<file path="config.mk">
export PLATFORM = sky130hd
export DESIGN_NAME = input_fifo_port
export DESIGN_NICKNAME = d
export VERILOG_FILES = /design/src/rtl/input_fifo_port.sv
export SDC_FILE = /design/constraint.sdc
export NUM_CORES = 1
export LEC_CHECK = 0
export CORE_MARGIN = 10
export CORE_UTILIZATION = 32
export DETAILED_ROUTE_END_ITERATION = 8
export DONT_BUFFER_PORTS = 1
export SYNTH_ARGS = -nofsm -noshare
export SYNTH_HDL_FRONTEND = slang
export SYNTH_SLANG_ARGS = --single-unit
</file>
<file path="constraint.sdc">
create_clock -name clk -period 7.1 [get_ports clk]
set_clock_uncertainty 0.05 [all_clocks]
set_input_delay 0.355 -clock clk [delete_from_list [all_inputs] [get_ports clk]]
set_output_delay 0.355 -clock clk [all_outputs]
set_load 0.03 [all_outputs]
</file>
<file path="src/rtl/input_fifo_port.sv">
// First-word-fall-through packet buffer feeding one directional routing unit.
// full is the backpressure seen upstream; ovf/unf flags record protocol misuse.
module input_fifo_port #(
  parameter int DATA_W = 64,
  parameter int DEPTH  = 4,
  parameter int PTR_W  = 2
) (
  input  logic              clk,
  input  logic              reset,
  input  logic              in_valid,
  input  logic [DATA_W-1:0] in_packet,
  output logic              full,
  input  logic              read_en,
  output logic [DATA_W-1:0] out_packet,
  output logic              empty,
  output logic [PTR_W:0]    count,
  output logic              ovf_err,
  output logic              unf_err
);

  logic [DATA_W-1:0] mem [DEPTH];
  logic [PTR_W:0]    wr_ptr;
  logic [PTR_W:0]    rd_ptr;
  logic              push;
  logic              pop;

  // The extra wrap bit separates "all slots used" from "no slots used"
  assign empty = (wr_ptr == rd_ptr);
  assign full  = (wr_ptr[PTR_W-1:0] == rd_ptr[PTR_W-1:0]) &&
                 (wr_ptr[PTR_W] != rd_ptr[PTR_W]);
  assign count = wr_ptr - rd_ptr;

  assign push = in_valid && !full;
  assign pop  = read_en && !empty;

  assign out_packet = empty ? '0 : mem[rd_ptr[PTR_W-1:0]];

  always_ff @(posedge clk) begin
    if (!reset) begin
      wr_ptr  <= '0;
      rd_ptr  <= '0;
      ovf_err <= 1'b0;
      unf_err <= 1'b0;
    end else begin
      if (push)
        wr_ptr <= wr_ptr + 1'b1;
      if (pop)
        rd_ptr <= rd_ptr + 1'b1;
      if (in_valid && full)
        ovf_err <= 1'b1;
      if (read_en && empty)
        unf_err <= 1'b1;
    end
  end

  // Storage carries no reset; stale slots are hidden behind the pointers
  always_ff @(posedge clk) begin
    if (reset && push)
      mem[wr_ptr[PTR_W-1:0]] <= in_packet;
  end

endmodule

</file>
==> flow_metrics.env, run 1 <==
export IMPL_clk_latency_ns=0.54
export IMPL_netlist_top_cells_area="edfxtp_1 (74%), mux4_2 (14%), nor2b_1 (3.9%), dfxtp_1 (1.9%), buf_6 (1.3%)"
export IMPL_dieArea_um2=40000
export IMPL_r2r_start="wr_ptr[2]$_SDFFE_PN0P_"
export IMPL_critPathLaunch="wr_ptr[2]$_SDFFE_PN0P_"
export IMPL_viasPerCell=4.94
export IMPL_yosysMostFrequentCell="edfxtp_1"
export IMPL_rsz0062_at_grt="false"
export IMPL_period_share_pct=49.0
export IMPL_muxShareOfSynthArea_pct=13.9
export IMPL_portBuffers=0
export IMPL_htreeDepth=1
export IMPL_row_count=65
export IMPL_min_from="read_en"
export IMPL_first_pass_iters=4
export IMPL_setup_tns_ns=0
export IMPL_seq_area_um2=7900
export IMPL_cts_buffers_inserted=28
export IMPL_cts_tree="done"
export IMPL_p_leak_nw=3.78
export IMPL_synth_compound_area_share_pct=0.495
export IMPL_fillers=2860
export IMPL_hold_class="in -> reg"
export IMPL_die_h_um=200
export IMPL_syn_area_um2=10400
export IMPL_clk_pin_slew_ns=0.06
export IMPL_synth_xor_area_share_pct=0.169
export IMPL_synth_fa_ha_area_share_pct=1.04
export IMPL_netlist_top_cells_count="edfxtp_1 (256), mux4_2 (64), nor2b_1 (64)"
export IMPL_reg2reg_depth=4
export IMPL_die_w_um=200
export IMPL_irDropWorstVdd_mv=0.585
export IMPL_slew_headroom_pct=27.3
export IMPL_cts_root_buf="clkbuf_16"
export IMPL_multiInputGateArea_um2=2260
export IMPL_vias=4823
export IMPL_worstSetupPathType="reg -> out"
export IMPL_fmax_mhz=287
export IMPL_overflow=0
export IMPL_finalPower_mw=5.37
export IMPL_final_hold_violation_count=0
export IMPL_synth_cell_types=30
export IMPL_cp_endpoint="out_packet[46]"
export IMPL_ant_nets=0
export IMPL_worstPathRequired_ns=6.69
export IMPL_drive_above_1_share_pct=19.4
export IMPL_power_density_nw_per_um2=440
export IMPL_clock_path_buffers=3
export IMPL_synth_seq_cells=266
export IMPL_tightest_slew_ns=1.08
export IMPL_syn_inst=480
export IMPL_antenna_found_initial=3
export IMPL_boundaryPins=139
export IMPL_coreArea_um2=31700
export IMPL_wirelength_um=20800
export IMPL_r2r_slack_ns=3.93
export IMPL_drtIter0Drc=281
export IMPL_setup_viol=0
export IMPL_synth_area_leader_cell="edfxtp_1"
export IMPL_grt_max_degree=66
export IMPL_outcome="completed"
export IMPL_ys_seq_area_share_pct=76.2
export IMPL_drc=0
export IMPL_syn_avg_cell_area_um2=21.6
export IMPL_yosys_area_share_simple_pct=6.02
export IMPL_postCtsSetupRepairBufs=0
export IMPL_syn_to_final_growth_pct=17.9
export IMPL_fin_crit_ns=3.48
export IMPL_layout_nets=630
export IMPL_worstPathArrival_ns=3.07
export IMPL_grt_pass1_vias=5366
export IMPL_worstSetupStartpointType="flop"
export IMPL_max_cap_violations=0
export IMPL_grt_usage_pct=10.4
export IMPL_syn_nets=556
export IMPL_clock_sinks=266
export IMPL_hpwlAfterDp_um=11700
export IMPL_synth_edff_count=256
export IMPL_yosys_most_used_dff="edfxtp_1"
export IMPL_rr_endpoint="mem[3][11]$_DFFE_PP_"
export IMPL_async_flop_share_pct=0
export IMPL_gp_congestion=0.701
export IMPL_synth_warnings=0
export IMPL_synth_top_family_by_area="multiplexers"
export IMPL_grt_pass1_wl_um=32300
export IMPL_post_drt_wl_per_cell_um=21.3
export IMPL_slew_violations=0
export IMPL_cp_max_fo=65
export IMPL_synth_top_area_share_pct=74.2
export IMPL_crit_path_end_kind="output port"
export IMPL_initial_core_util_pct=32.6
-- layout by cell type, fill, tap and decap left out, types with 6 or more instances in the layout --
| cell type | n |
|---|---|
| ha_1 | 7 |
| dfxtp_1 | 8 |
| nor2b_1 | 64 |
| nand2_1 | 6 |
| mux4_2 | 64 |
| clkinv_2 | 7 |
| dlygate4sd3_1 | 68 |
| edfxtp_1 | 256 |
| clkbuf_16 | 29 |
| clkbuf_1 | 9 |
| inv_1 | 6 |
| nand4_1 | 13 |
-- cells by family (layout without fill, tap and decap cells) --
family	count (synthesis)	count (layout)
AO/OA/AOI/OAI	7	7
other	0	2
adder cells (fa/ha/maj)	8	8
buffers and inverters	32	125
AND/OR/NAND/NOR	101	101
multiplexers	64	64
flip-flops	266	266
XOR/XNOR	2	2
-- through the flow --
step	hold slack (ns)	setup slack (ns)	instances	area, um^2	utilization (%)
2_1_floorplan	0.404	0.889	480	10400	-
4_1_cts	0.00693	3.54	975	12200	38.5
5_1_grt	0.0323	3.40	977	12200	38.5
3_3_place_gp	0.404	4.07	858	10700	33.7
6_report	0.0428	3.62	977	12200	38.5
3_5_place_dp	0.404	3.94	858	10700	33.7
-- sequential cells by signal (all words and copies together), names as in the netlist, named ones only --
| register | flops |
|---|---|
| mem | 256 |
| ovf_err | 1 |
| unf_err | 1 |
| rd_ptr | 3 |
| wr_ptr | 3 |
-- cell type report --
type,count,share of cell area [%]
multi-input combinational,182,18.5
clock inverter,11,0.482
inverter,6,0.185
timing repair buffer,70,5.70
sequential,266,64.7
clock buffer,38,6.22
antenna,2,0.0410
tap,402,4.12
-- timing repair --
item,in CTS,in global routing
hold endpoints to repair,266,0
hold buffers,68,0
gates resized for setup,0,0
-- per-layer routing --
metal	vias up	global-route usage (%)	part of all wire [%]
met3	34	2.88	6.0
met4	2	2.78	2.2
met1	2543	12.5	40
met5	-	0	0.062
li1	2105	-	-
met2	139	17.9	51
-- power breakdown --
group	switching [mW]	internal, mW
logic	1.46	0.550
registers	0.161	1.89
clock network	0.562	0.744
total	2.18	3.18
-- worst min path at each step --
stage                            to  cells after the start  slack, ns
2_1_floorplan   mem[0][0]$_DFFE_PP_                      0       0.40
3_3_place_gp   mem[0][19]$_DFFE_PP_                      0       0.40
3_5_place_dp   mem[2][17]$_DFFE_PP_                      0       0.40
4_1_cts                        flop                      2      0.007
5_1_grt                        flop                      2       0.03
6_report                       flop                      2       0.04
-- critical path, cell delays in order (launching register included) --
cell     delay, ns
dfxtp_1       0.35
xnor2_1       0.87
and2_4        0.88
nor2b_1       0.39
No activity file was read; power rests on OpenSTA's default activity.
==> inputs of run 2 (changes only) <==
==> constraint.sdc (replaced) <==
create_clock -name clk -period 3.5 [get_ports clk]
set_clock_uncertainty 0.05 [all_clocks]
set_input_delay 0.175 -clock clk [delete_from_list [all_inputs] [get_ports clk]]
set_output_delay 0.175 -clock clk [all_outputs]
set_load 0.03 [all_outputs]
==> flow_metrics.env, run 2 (synthesis gave the netlist of run 1 again) <==
export IMPL_row_count=65
export IMPL_die_h_um=200
export IMPL_layout_nets=635
export IMPL_hold_path_depth=1
export IMPL_setup_viol=0
export IMPL_setup_tns_ns=0
export IMPL_grt_usage_pct=10.4
export IMPL_slew_violations=0
export IMPL_post_place_ws_ns=0.742
export IMPL_hpwlAfterDp_um=12600
export IMPL_rsz0062_at_grt="false"
export IMPL_antenna_found_initial=1
export IMPL_dp_cells=863
export IMPL_r2r_slack_ns=0.71
export IMPL_drive_above_1_share_pct=20.1
export IMPL_holdPathEnd="mem[2][1]$_DFFE_PP_"
export IMPL_drtIter0Drc=249
export IMPL_cp_max_fo=65
export IMPL_cts_root_buf="clkbuf_16"
export IMPL_hold_class="in -> reg"
export IMPL_fillers=2841
export IMPL_boundaryPins=139
export IMPL_clk_latency_ns=0.53
export IMPL_wirelength_um=20900
export IMPL_cpPeakStageDelay_ns=0.81
export IMPL_cts_buffers_inserted=28
export IMPL_slew_headroom_pct=33.5
export IMPL_dieArea_um2=40000
export IMPL_cts_tree="done"
export IMPL_worstPathArrival_ns=3.01
export IMPL_final_hold_violation_count=0
export IMPL_grt_pass1_wl_um=31600
export IMPL_r2r_start="wr_ptr[2]$_SDFFE_PN0P_"
export IMPL_die_w_um=200
export IMPL_min_from="in_valid"
export IMPL_first_pass_iters=6
export IMPL_coreArea_um2=31700
export IMPL_multiInputGateArea_um2=2270
export IMPL_irDropWorstVdd_mv=1.35
export IMPL_slowest_stage="and2_4"
export IMPL_clock_sinks=266
export IMPL_htreeDepth=1
export IMPL_p_leak_nw=3.86
export IMPL_seq_area_um2=7900
export IMPL_crit_chain="xnor2_1, and2_4, nor2b_1"
export IMPL_worstSetupStartpointType="flop"
export IMPL_grt_pass1_vias=5304
export IMPL_finalPower_mw=11.2
export IMPL_overflow=0
export IMPL_reg2reg_depth=4
export IMPL_outcome="completed"
export IMPL_finish_instance_area_um2=12400
export IMPL_syn_to_final_growth_pct=19.7
export IMPL_final_cells=984
export IMPL_tightest_slew_ns=0.990
export IMPL_viasPerCell=4.86
export IMPL_vias=4780
export IMPL_initial_core_util_pct=32.6
export IMPL_crit_path_end_kind="output port"
export IMPL_clk_pin_slew_ns=0.06
export IMPL_drc=0
export IMPL_clock_path_buffers=3
export IMPL_period_share_pct=92.3
export IMPL_placed_cell_area_um2=10800
export IMPL_mostFrequentLayoutCell="edfxtp_1"
export IMPL_fmax_mhz=309
export IMPL_finish_utilization_pct=39.1
export IMPL_worstSetupPathType="reg -> out"
export IMPL_power_density_nw_per_um2=903
export IMPL_rr_endpoint="mem[3][30]$_DFFE_PP_"
export IMPL_post_drt_wl_per_cell_um=21.3
export IMPL_portBuffers=0
export IMPL_fin_ws_ns=0.269
export IMPL_max_cap_violations=0
export IMPL_gp_congestion=0.706
export IMPL_largest_reg_flops=256
export IMPL_hold_ws_ns=0.138
export IMPL_ant_nets=0
export IMPL_grt_max_degree=66
export IMPL_worstPathRequired_ns=3.27
export IMPL_fin_crit_ns=3.23
export IMPL_layout_common_cells="edfxtp_1 (256), dlygate4sd3_1 (68), mux4_2 (64), nor2b_1 (64), clkbuf_16 (29)"
-- run 2: changes by cell type in the layout (fill, tap and decap cells not counted) --
cell	previous run	this run
buf_12	0	5
nor3_4	0	1
clkinv_2	7	5
nor3_2	1	0
bufinv_16	0	3
diode_2	2	1
clkinv_1	2	5
clkbuf_1	9	8
-- run 2: worst max-delay path, delay by kind of cell, from the launching register on --
family,cells,cell delay (ns)
and+or+nand+nor,2,1.19
xor gates and xnor gates,1,0.80
DFF,1,0.35
-- run 2: area by class of cell --
| type | instances | area share (%) |
|---|---|---|
| diodes | 1 | 0.0202 |
| well taps | 402 | 4.06 |
| repair buffers | 75 | 6.42 |
| clock inverters | 15 | 1.21 |
| clock buffers | 37 | 6.10 |
| inverters | 6 | 0.182 |
| flip-flops and latches | 266 | 63.7 |
| multi-input cells | 182 | 18.3 |
-- run 2: power breakdown --
part           leakage [nW]  switching (mW)  internal (mW)
combinational          1.01            2.99           1.18
sequential             2.41           0.327           3.82
clock                 0.441            1.14           1.73
-- run 2: what timing repair did --
item                      in CTS  in global routing
hold endpoints to repair     266                  0
hold buffers                  68                  0
buffers inserted               0                  0
resized for setup              0                  0
-- run 2: how the worst max path moves through the flow --
stage | to | cells after the start | start | slack, ns
final | out_packet[1] | 3 | wr_ptr[2]$_SDFFE_PN0P_ | 0.27
after global routing | out_packet[59] | 3 | wr_ptr[2]$_SDFFE_PN0P_ | 0.06
after CTS | out_packet[59] | 3 | wr_ptr[2]$_SDFFE_PN0P_ | 0.20
after detailed placement | mem[3][28]$_DFFE_PP_ | 4 | wr_ptr[2]$_SDFFE_PN0P_ | 0.74
after global placement | mem[3][30]$_DFFE_PP_ | 4 | wr_ptr[2]$_SDFFE_PN0P_ | 0.84
after floorplan | mem[3][0]$_DFFE_PP_ | 5 | wr_ptr[0]$_SDFFE_PN0P_ | 0.25
-- run 2: metal layers --
| metal | wire [um] | GRT usage, % | vias to the layer above | share of wire (%) |
|---|---|---|---|---|
| met2 | 10400 | 17.5 | 146 | 50 |
| met1 | 8630 | 12.7 | 2482 | 41 |
| li1 | - | - | 2114 | - |
| met3 | 1510 | 2.95 | 38 | 7.2 |
| met5 | 0 | 0 | - | 0 |
| met4 | 423 | 2.94 | 0 | 2.0 |
==> inputs of run 3 (changes only) <==
--- a/config.mk
+++ b/config.mk
@@ -9,6 +9,7 @@
 export CORE_UTILIZATION = 32
 export DETAILED_ROUTE_END_ITERATION = 8
 export DONT_BUFFER_PORTS = 1
+export REMOVE_ABC_BUFFERS = 1
 export SYNTH_ARGS = -nofsm -noshare
 export SYNTH_HDL_FRONTEND = slang
 export SYNTH_SLANG_ARGS = --single-unit
==> flow_metrics.env, run 3 (synthesis gave the netlist of run 1 again) <==
export IMPL_outcome="completed"
export IMPL_cp_max_fo=65
export IMPL_slew_headroom_pct=46.4
export IMPL_wl_met1_um=8760
export IMPL_drc=0
export IMPL_top_layer="met4"
export IMPL_hpwlAfterDp_um=12400
export IMPL_worstPathRequired_ns=3.27
export IMPL_hold_path_depth=2
export IMPL_postCtsSetupRepairBufs=0
export IMPL_hold_class="in -> reg"
export IMPL_die_h_um=200
export IMPL_viasPerCell=4.93
export IMPL_mostFrequentLayoutCell="edfxtp_1"
export IMPL_antenna_found_initial=1
export IMPL_r2r_slack_ns=0.90
export IMPL_cpPeakStageDelay_ns=0.72
export IMPL_dp_cells=865
export IMPL_power_density_nw_per_um2=914
export IMPL_worstSetupStartpointType="flop"
export IMPL_layout_common_cells="edfxtp_1 (256), dlygate4sd3_1 (68), mux4_2 (64), nor2b_1 (64), clkbuf_16 (29)"
export IMPL_clock_path_buffers=3
export IMPL_worstSetupPathType="reg -> out"
export IMPL_period_share_pct=87.3
export IMPL_drive_above_1_share_pct=21.1
export IMPL_post_place_ws_ns=0.969
export IMPL_rsz0062_at_grt="false"
export IMPL_layout_nets=638
export IMPL_grt_usage_pct=10.8
export IMPL_grt_pass1_vias=5432
export IMPL_initial_core_util_pct=32.6
export IMPL_gp_congestion=0.782
export IMPL_boundaryPins=139
export IMPL_cts_tree="done"
export IMPL_slew_violations=0
export IMPL_overflow=0
export IMPL_hold_buffers=68
export IMPL_irDropWorstVdd_mv=1.19
export IMPL_max_cap_violations=0
export IMPL_fmax_mhz=327
export IMPL_worstPathArrival_ns=2.83
export IMPL_vias=4864
export IMPL_multiInputGateArea_um2=2260
export IMPL_r2r_start="wr_ptr[0]$_SDFFE_PN0P_"
export IMPL_finish_utilization_pct=39.3
export IMPL_crit_path_end_kind="output port"
export IMPL_htreeDepth=1
export IMPL_clk_pin_slew_ns=0.06
export IMPL_p_leak_nw=3.90
export IMPL_syn_to_final_growth_pct=20.5
export IMPL_dieArea_um2=40000
export IMPL_ant_nets=0
export IMPL_cts_root_buf="clkbuf_16"
export IMPL_finalPower_mw=11.4
export IMPL_fin_ws_ns=0.446
export IMPL_dr_wl_met2_um=11200
export IMPL_grt_max_degree=66
export IMPL_finish_instance_area_um2=12500
export IMPL_holdPathEnd="mem[1][56]$_DFFE_PP_"
export IMPL_placed_cell_area_um2=10800
export IMPL_post_drt_wl_per_cell_um=22.0
export IMPL_wirelength_um=21700
export IMPL_reg2reg_depth=6
export IMPL_die_w_um=200
export IMPL_crit_chain="inv_1, ha_1, and2_1, and2_4, nor2b_1"
export IMPL_cts_buffers_inserted=29
export IMPL_largest_reg_flops=256
export IMPL_final_hold_violation_count=0
export IMPL_wl_met3_um=1400
export IMPL_cts_resized_gates=0
export IMPL_final_cells=987
export IMPL_fin_crit_ns=3.05
export IMPL_seq_area_um2=7900
export IMPL_grt_pass1_wl_um=33100
export IMPL_slowest_stage="and2_4"
export IMPL_rr_endpoint="mem[3][14]$_DFFE_PP_"
export IMPL_first_pass_iters=4
export IMPL_coreArea_um2=31700
export IMPL_tightest_slew_ns=0.804
export IMPL_fillers=2806
export IMPL_drtIter0Drc=254
export IMPL_clk_latency_ns=0.53
export IMPL_min_from="in_valid"
export IMPL_row_count=65
export IMPL_setup_viol=0
export IMPL_portBuffers=0
export IMPL_clock_sinks=266
-- run 3: worst max-delay path: cells and delay by family, from the launching register on --
kind          cells  cell delay, ns
flops             1            0.37
simple gates      3            1.37
buf+inv           1            0.15
fa+ha+maj         1            0.36
-- run 3: worst max-delay path by stage --
stage / startpoint / end / cells past startpoint
finish: wr_ptr[0]$_SDFFE_PN0P_ / out_packet[29] / 5
global route: wr_ptr[0]$_SDFFE_PN0P_ / out_packet[48] / 5
CTS: wr_ptr[0]$_SDFFE_PN0P_ / out_packet[48] / 5
detailed placement: wr_ptr[0]$_SDFFE_PN0P_ / out_packet[48] / 5
global placement: wr_ptr[0]$_SDFFE_PN0P_ / mem[3][7]$_DFFE_PP_ / 6
floorplan: wr_ptr[2]$_SDFFE_PN0P_ / mem[3][0]$_DFFE_PP_ / 3
-- run 3: layout make-up --
class,instances,area share (%)
antenna,1,0.0201
clock buffer,31,5.88
clock inverter,22,1.88
inverter,6,0.181
multi-input combinational,182,18.1
sequential,266,63.3
tap,402,4.03
timing repair buffer,77,6.60
-- run 3: power by group --
part	switching, mW	internal (mW)
combinational	3.15	1.19
sequential	0.195	3.82
clock	1.17	1.87
-- run 3: layer usage --
metal / up-vias / global-route usage (%)
li1: 2118 / -
met5: - / 0
met3: 36 / 3.00
met2: 151 / 18.6
met1: 2559 / 13.1
met4: 0 / 2.66
-- run 3: metrics by stage --
step	setup TNS, ns	hold slack [ns]
after global routing	0	0.168
after floorplan	-206.44	0.224
after detailed placement	0	0.224
after CTS	0	0.168
after global placement	0	0.224
final	0	0.175
